File: src/rtl/vga_sprite_loader.sv
// Packs an R,G,B byte stream into 24-bit pixels and writes them to the sprite buffer
// at sequential addresses, gated by the display-side wr_allow window.
module vga_sprite_loader #(
    parameter int unsigned PIX_COUNT = 40000,
    parameter int unsigned ADDR_W    = 16
) (
    input  logic              clk,
    input  logic              rst,
    input  logic              s_valid,
    input  logic [7:0]        s_data,
    input  logic              s_sof,
    output logic              s_ready,
    input  logic              wr_allow,
    output logic              wr_en,
    output logic [ADDR_W-1:0] wr_addr,
    output logic [23:0]       wr_data,
    output logic              load_busy,
    output logic              frame_done,
    output logic              resync_err
);
    localparam logic [ADDR_W-1:0] LastAddr = ADDR_W'(PIX_COUNT - 1);

    typedef enum logic {StIdle, StLoad} state_t;

    state_t            state_q, state_d;
    logic [1:0]        byte_idx_q, byte_idx_d;
    logic [7:0]        red_q, red_d;
    logic [7:0]        grn_q, grn_d;
    logic [23:0]       pixel_q, pixel_d;
    logic              pend_q, pend_d;
    logic [ADDR_W-1:0] addr_q, addr_d;
    logic              wr_en_d, frame_done_d, resync_err_d, load_busy_d;
    logic [ADDR_W-1:0] wr_addr_d;
    logic [23:0]       wr_data_d;
    logic              accept;

    // While a pixel waits for wr_allow, the stream is stalled so nothing is lost.
    assign s_ready = !rst && (state_q == StIdle || !pend_q);
    assign accept  = s_valid && s_ready;

    always_comb begin
        state_d      = state_q;
        byte_idx_d   = byte_idx_q;
        red_d        = red_q;
        grn_d        = grn_q;
        pixel_d      = pixel_q;
        pend_d       = pend_q;
        addr_d       = addr_q;
        wr_en_d      = 1'b0;
        wr_addr_d    = wr_addr;
        wr_data_d    = wr_data;
        frame_done_d = 1'b0;
        resync_err_d = 1'b0;
        load_busy_d  = (state_q == StLoad);

        unique case (state_q)
            StIdle: begin
                if (accept && s_sof) begin
                    red_d      = s_data;
                    byte_idx_d = 2'd1;
                    addr_d     = '0;
                    state_d    = StLoad;
                end
            end
            StLoad: begin
                if (accept && s_sof) begin
                    // Start-of-frame mid-image: drop the partial pixel and restart at 0.
                    resync_err_d = 1'b1;
                    red_d        = s_data;
                    byte_idx_d   = 2'd1;
                    addr_d       = '0;
                end else if (accept) begin
                    case (byte_idx_q)
                        2'd0: begin
                            red_d      = s_data;
                            byte_idx_d = 2'd1;
                        end
                        2'd1: begin
                            grn_d      = s_data;
                            byte_idx_d = 2'd2;
                        end
                        default: begin
                            pixel_d    = {red_q, grn_q, s_data};
                            pend_d     = 1'b1;
                            byte_idx_d = 2'd0;
                        end
                    endcase
                end else if (pend_q && wr_allow) begin
                    wr_en_d   = 1'b1;
                    wr_addr_d = addr_q;
                    wr_data_d = pixel_q;
                    pend_d    = 1'b0;
                    if (addr_q == LastAddr) begin
                        frame_done_d = 1'b1;
                        addr_d       = '0;
                        state_d      = StIdle;
                    end else begin
                        addr_d = addr_q + 1'b1;
                    end
                end
            end
            default: state_d = StIdle;
        endcase
    end

    always_ff @(posedge clk or posedge rst) begin
        if (rst) begin
            state_q    <= StIdle;
            byte_idx_q <= 2'd0;
            red_q      <= '0;
            grn_q      <= '0;
            pixel_q    <= '0;
            pend_q     <= 1'b0;
            addr_q     <= '0;
            wr_en      <= 1'b0;
            wr_addr    <= '0;
            wr_data    <= '0;
            frame_done <= 1'b0;
            resync_err <= 1'b0;
            load_busy  <= 1'b0;
        end else begin
            state_q    <= state_d;
            byte_idx_q <= byte_idx_d;
            red_q      <= red_d;
            grn_q      <= grn_d;
            pixel_q    <= pixel_d;
            pend_q     <= pend_d;
            addr_q     <= addr_d;
            wr_en      <= wr_en_d;
            wr_addr    <= wr_addr_d;
            wr_data    <= wr_data_d;
            frame_done <= frame_done_d;
            resync_err <= resync_err_d;
            load_busy  <= load_busy_d;
        end
    end
endmodule

File: config.mk
export PLATFORM = sky130hd
export DESIGN_NAME = vga_sprite_loader
export DESIGN_NICKNAME = d
export VERILOG_FILES = /design/src/rtl/vga_sprite_loader.sv
export SDC_FILE = /design/constraint.sdc
export NUM_CORES = 1
export LEC_CHECK = 0
export CAP_MARGIN = 20
export CORE_MARGIN = 8
export CORE_UTILIZATION = 54
export CTS_CLUSTER_SIZE = 24
export DETAILED_ROUTE_END_ITERATION = 10
export MAX_ROUTING_LAYER = met4
export PLACE_DENSITY = 0.85
export SYNTH_ARGS = -nofsm -noshare
export SYNTH_HDL_FRONTEND = slang
export SYNTH_SLANG_ARGS = --single-unit
File: constraint.sdc
create_clock -name clk -period 5.1 [get_ports clk]
set_input_delay 1.53 -clock clk [delete_from_list [all_inputs] [get_ports clk]]
set_output_delay 1.53 -clock clk [all_outputs]
set_load 0.03 [all_outputs]
==> results of run 1 <==
## power by group
part / switching (uW) / internal [uW]
sequential: 145 / 1070
combinational: 418 / 335
clock: 298 / 198
## per-layer routing
metal | part of all wire, % | track usage (%) | up-vias
met4 | 2.2 | 8.79 | 0
met3 | 4.6 | 4.30 | 18
met5 | 0 | - | -
met2 | 51 | 28.6 | 83
met1 | 43 | 20.7 | 1462
li1 | - | - | 1391
## sequential cells by signal, indices dropped and copies added (netlist names)
signal / count
byte_idx_q: 2
pend_q: 1
wr_en: 1
pixel_q: 24
load_busy_d: 1
addr_q: 16
resync_err: 1
wr_data: 24
load_busy: 1
grn_q: 8
frame_done: 1
red_q: 8
wr_addr: 16
## cells in the final DEF, fill, tap and decap left out, types with 2 or more instances in the layout
master,instances
a21oi_1,9
a21oi_2,2
and2_1,3
and3_1,2
and4_1,2
buf_4,4
clkbuf_8,10
clkdlybuf4s50_1,57
dfrtp_1,104
inv_1,2
inv_6,2
mux2_2,40
mux2i_1,6
nand2_1,136
nand3_1,14
nand3b_1,5
nand4_1,4
nor2_1,15
nor2b_1,2
nor3_1,6
nor3_2,2
o21ai_0,2
xnor2_1,4
## worst max-delay path, stage by stage
cell	delay [ns]
clkdlybuf4s50_1	0.50
nor2_1	0.13
clkdlybuf4s50_1	0.67
## area by class of cell
| type | instances | share of cell area (%) |
|---|---|---|
| clock inverter | 6 | 0.986 |
| tap | 102 | 2.51 |
| timing repair buffer | 61 | 11.8 |
| clock buffer | 10 | 2.71 |
| sequential | 104 | 51.3 |
| multi-input combinational | 264 | 30.4 |
| inverter | 4 | 0.345 |
## stage by stage
stage | hold WS, ns | utilization [%] | instances | power [uW]
finish | 0.478 | 66.4 | 551 | 2470
global route | 0.504 | 66.4 | 551 | 2600
CTS | 0.481 | 66.4 | 551 | 2490
detailed placement | 0.456 | 63.9 | 535 | 2000
global placement | 0.449 | 63.9 | 535 | 1950
floorplan | 0.424 | - | 388 | 1690
## cell families after synthesis
kind of cell	share of synthesized area, %
DFF	61.5
and+or+nand+nor	20.2
buffers and inverters	2.10
AOI/OAI and AO/OA	2.84
muxes	12.1
adders and majority gates	0.296
xor gates and xnor gates	1.03
## worst max-delay path by stage
stage          start        end  slack [ns]  cells after the start
2_1_floorplan    rst  addr_q[0]        0.84                      1
3_3_place_gp     rst    s_ready        0.75                      3
3_5_place_dp     rst    s_ready        0.73                      3
4_1_cts          rst    s_ready        0.72                      3
5_1_grt          rst    s_ready        0.68                      3
6_report         rst    s_ready        0.73                      3
==> results.cfg, run 1 <==
[setup_path]
worstRegToRegCells = 4
end_kind = output port
r2r_slack_ns = 2.98
timing.rr.end = pixel_q[23]
crit_type = in -> out
crit_fanout = 4
rr_startpoint = load_busy_d
required_ns = 3.57
cp_data_arrival_time_ns = 2.84
startpoint_type = input port

[global_route]
grt_overflow = 0
grt_pass1_vias = 3174
grt_pass1_wl_um = 15400
grt_antenna_before_repair = 0
grt_max_degree = 74
track_usage_pct = 17.8

[logic_synthesis]
async_flop_share_pct = 100
synth_nets = 402
syn_avg_cell_area_um2 = 10.9
synth.most_common_cell = nand2_1
postSynthCellCount = 388
ys_types = 35
synth_ff_type = dfrtp_1
yosysWarnings = 0
syn_area_um2 = 4230
synth_edf_count = 0
ys_seq_elements = 104
ys_seq_area_share_pct = 61.5
synth_top_area_share_pct = 61.5
ys_top_cells_by_count = nand2_1 (136), dfrtp_1 (104), mux2_2 (40), nor2_1 (15), nand3_1 (14)
synth_area_leaders = dfrtp_1 (61%), nand2_1 (12%), mux2_2 (11%)
yosysTopAreaCell = dfrtp_1

[route]
viasPerCell = 5.36
drc = 0
drt_pass1_iterations = 5
drtIter0Drc = 149
postRouteAntennaNets = 0
wl_per_cell_um = 16.4
vias = 2954
wl_um = 9060

[clock_network]
clockRootBuffer = clkbuf_8
cts_setup_buffers = 0
postCtsHoldBufs = 0
cts_max_level = 3
cts_resized = 0
cts_buffers = 9
cts.sinks = 104
insertion_delay_ns = 0.38
clkTransAtPathRegs_ns = 0.10
cts_buffer_depth = 2
cts_tree = yes

[power_and_ir_drop]
vdd_drop_max_uv = 277
p_leak_uw = 0.00242
p_per_area_nw_per_um2 = 486

[sta]
setup_violations = 0
hold_viol = 0
slew_violations = 0
period_needed_ns = 4.37
fin_tns_setup_ns = 0
clock.fmax_mhz = 229
fin_worst_skew_ns = 0.0127
worst_slack_ns = 0.732
tightest_slew_ns = 1.04
fin_crit_sh_pct = 85.6
rsz0062_at_grt = no
slew_headroom_pct = 30.5

[place]
gp_congestion = 0.844
dp_slack_ns = 0.735
io_buffers = 57
dp_hpwl_um = 6130
place_area_um2 = 4890

[floorplan]
rows = 32
start_util_pct = 55.4
ios = 58
dieWidth_um = 105
die_y_um = 105
dieArea_um2 = 10900
coreArea_um2 = 7650

[final_layout]
n_antenna_cell = 0
drive_gt1_share_pct = 15.4
area_delta_synth_final_pct = 20.0
fill_cells = 581
stdcell_area_um2 = 5080
layout.nets = 458
multi_input_comb_area_um2 = 1540
regArea_um2 = 2600

[hold_path]
hold_class = reg -> reg
min_to = wr_data[6]
hp-start = pixel_q[6]
holdPathStages = 2

[run_status]
status = completed

[run]
drv_cap = 0
Note: power is estimated with default switching activity, not from simulation.
==> inputs of run 2 (changes only) <==
--- a/config.mk
+++ b/config.mk
@@ -5,13 +5,14 @@
 export SDC_FILE = /design/constraint.sdc
 export NUM_CORES = 1
 export LEC_CHECK = 0
+export ABC_AREA = 1
 export CAP_MARGIN = 20
 export CORE_MARGIN = 8
-export CORE_UTILIZATION = 54
+export CORE_UTILIZATION = 55
 export CTS_CLUSTER_SIZE = 24
 export DETAILED_ROUTE_END_ITERATION = 10
 export MAX_ROUTING_LAYER = met4
-export PLACE_DENSITY = 0.85
+export PLACE_DENSITY = 0.86
 export SYNTH_ARGS = -nofsm -noshare
 export SYNTH_HDL_FRONTEND = slang
 export SYNTH_SLANG_ARGS = --single-unit
==> results.cfg, run 2 <==
[setup_path]
crit_fanout = 2
startpoint_type = input port
timing.rr.end = addr_q[15]
r2r_slack_ns = 2.47
path_common_cell = clkdlybuf4s50_1
crit_type = in -> out
required_ns = 3.57
rr_startpoint = load_busy_d
end_kind = output port
slowest_delay_ns = 0.70
slowest_stage = clkdlybuf4s50_1
worstRegToRegCells = 7
cp_data_arrival_time_ns = 2.87
path_cells = clkdlybuf4s50_1 -> nor2_1 -> clkdlybuf4s50_1

[floorplan]
dieArea_um2 = 11100
coreArea_um2 = 7730
dieWidth_um = 105
start_util_pct = 56.5
die_y_um = 105
rows = 32
ios = 58

[power_and_ir_drop]
intPower_uw = 1800
vdd_drop_max_uv = 294
p_leak_uw = 0.00262
report.power.total_uw = 2910
comb_power_share_pct = 34.1
power_switching_uw = 1110
clkPwrFrac_pct = 20.2
p_seq_share_pct = 45.7
swShare_pct = 38.3
p_per_area_nw_per_um2 = 556

[route]
drtIter0Drc = 176
drt_pass1_iterations = 4
viasPerCell = 5.13
postRouteAntennaNets = 0
drc = 0
wl_per_cell_um = 14.2
vias = 3379
wl_um = 9370

[clock_network]
cts_resized = 0
cts_max_level = 3
cts_tree = yes
cts_setup_buffers = 0
cts_buffer_depth = 2
cts_buffers = 9
cts.sinks = 104
clockRootBuffer = clkbuf_8
clkTransAtPathRegs_ns = 0.10
postCtsHoldBufs = 0
insertion_delay_ns = 0.38

[logic_synthesis]
synth.most_common_cell = nand2_1
synth_area_leaders = dfrtp_1 (60%), nand2_1 (16%), o21ai_0 (4.6%)
postSynthCellCount = 499
syn_avg_cell_area_um2 = 8.76
synth_compound_area_share_pct = 8.16
synth.area.mux_share_pct = 0
synth_ff_type = dfrtp_1
ys_types = 29
async_flop_share_pct = 100
yosysWarnings = 0
synthAdderAreaFrac_pct = 0.286
synth_xor_area_share_pct = 0.802
synth_top_family_by_area = simple AND/OR/NAND/NOR gates
synth_nets = 513
ys_seq_elements = 104
ys_seq_area_share_pct = 59.6
syn_area_um2 = 4370
synth_edf_count = 0
ys_top_cells_by_count = nand2_1 (186), dfrtp_1 (104), inv_1 (50), o21ai_0 (40), nor2_1 (38)
synth-simple-area-share_pct = 24.3
synth_top_area_share_pct = 59.6
yosysTopAreaCell = dfrtp_1

[final_layout]
regArea_um2 = 2600
top_regs = pixel_q x24, wr_data x24
final_common_cell = nand2_1
layout_common_cells = nand2_1 (186), dfrtp_1 (104), clkdlybuf4s50_1 (57)
area_delta_synth_final_pct = 19.8
multi_input_comb_area_um2 = 1460
layout.nets = 566
fill_cells = 595
n_antenna_cell = 0
drive_gt1_share_pct = 7.90

[global_route]
grt_max_degree = 75
grt_antenna_before_repair = 0
grt_pass1_vias = 3471
use_met2_pct = 28.9
grt_busiest_layer = met2
grt_pass1_wl_um = 16300
use_met1_pct = 23.2
use_met3_pct = 4.55
track_usage_pct = 18.6
grt_overflow = 0

[hold_path]
holdPathStages = 2
hp-start = pixel_q[0]
min_to = wr_data[0]
hold_class = reg -> reg

[run]
drv_cap = 0

[sta]
fin_tns_setup_ns = 0
fin_worst_skew_ns = 0.0152
hold_viol = 0
slew_headroom_pct = 40.1
clock.fmax_mhz = 227
slew_violations = 0
fin_crit_sh_pct = 86.2
period_needed_ns = 4.40
tightest_slew_ns = 0.898
rsz0062_at_grt = no
setup_violations = 0

[place]
dp_hpwl_um = 6390
gp_congestion = 0.910
io_buffers = 57

[run_status]
status = completed
## run 2: cells by family (layout without fill, tap and decap cells)
logic type	Yosys count	after routing
AND/OR/NAND/NOR	258	258
adder cells (fa/ha/maj)	1	1
AO/OA/AOI/OAI	61	61
buffers and inverters	71	129
flip-flops	104	104
XOR/XNOR	4	4
## run 2: metal layers
layer  wire (um)  vias up
met1        4190     1608
met4         138        0
met3         523       12
met2        4510      107
li1            -     1652
met5           0        -
## run 2: area by class of cell
cell class	instances	share of cell area (%)
flip-flops and latches	104	49.7
multi-input cells	324	28.0
repair buffers	60	11.6
inverters	53	3.85
well taps	102	2.44
clock buffers	9	2.37
clock inverters	7	2.13
## run 2: worst max-delay path: cells and delay by family
| family | cells | cell delay (ns) |
|---|---|---|
| simple gates | 1 | 0.18 |
| buf+inv | 2 | 1.16 |
## run 2: worst max path at each step
stage               startpoint          to  cells after the start  slack, ns
detailed placement         rst     s_ready                      3       0.70
floorplan                  rst  pixel_q[0]                      9       0.18
global placement           rst     s_ready                      3       0.69
finish                     rst     s_ready                      3       0.70
global route               rst     s_ready                      3       0.61
CTS                        rst     s_ready                      3       0.69
## run 2: through the flow
| stage | std cells | hold WS [ns] | area (um2) | worst slack (ns) | utilization [%] |
|---|---|---|---|---|---|
| floorplan | 499 | 0.430 | 4370 | 0.181 | - |
| global placement | 642 | 0.455 | 4980 | 0.689 | 64.5 |
| detailed placement | 643 | 0.456 | 5000 | 0.702 | 64.7 |
| CTS | 659 | 0.484 | 5240 | 0.690 | 67.8 |
| global route | 659 | 0.503 | 5240 | 0.609 | 67.8 |
| finish | 659 | 0.484 | 5240 | 0.704 | 67.8 |
## run 2: power groups by stage
| stage | sequential (uW) | combinational, uW | clock (uW) |
|---|---|---|---|
| 3_3_place_gp | 1320 | 959 | 0 |
| 2_1_floorplan | 1520 | 428 | 0 |
| 4_1_cts | 1330 | 1010 | 592 |
| 6_report | 1330 | 994 | 587 |
| 3_5_place_dp | 1340 | 1000 | 0 |
| 5_1_grt | 1370 | 1100 | 624 |
==> inputs of run 3 (changes only) <==
--- a/config.mk
+++ b/config.mk
@@ -13,6 +13,9 @@
 export DETAILED_ROUTE_END_ITERATION = 10
 export MAX_ROUTING_LAYER = met4
 export PLACE_DENSITY = 0.86
+export SKIP_CTS_REPAIR_TIMING = 1
+export SKIP_LAST_GASP = 1
 export SYNTH_ARGS = -nofsm -noshare
 export SYNTH_HDL_FRONTEND = slang
 export SYNTH_SLANG_ARGS = --single-unit
+export TNS_END_PERCENT = 30
==> results of run 3 <==
The final DEF is identical to that of run 2; final timing and power are the same.
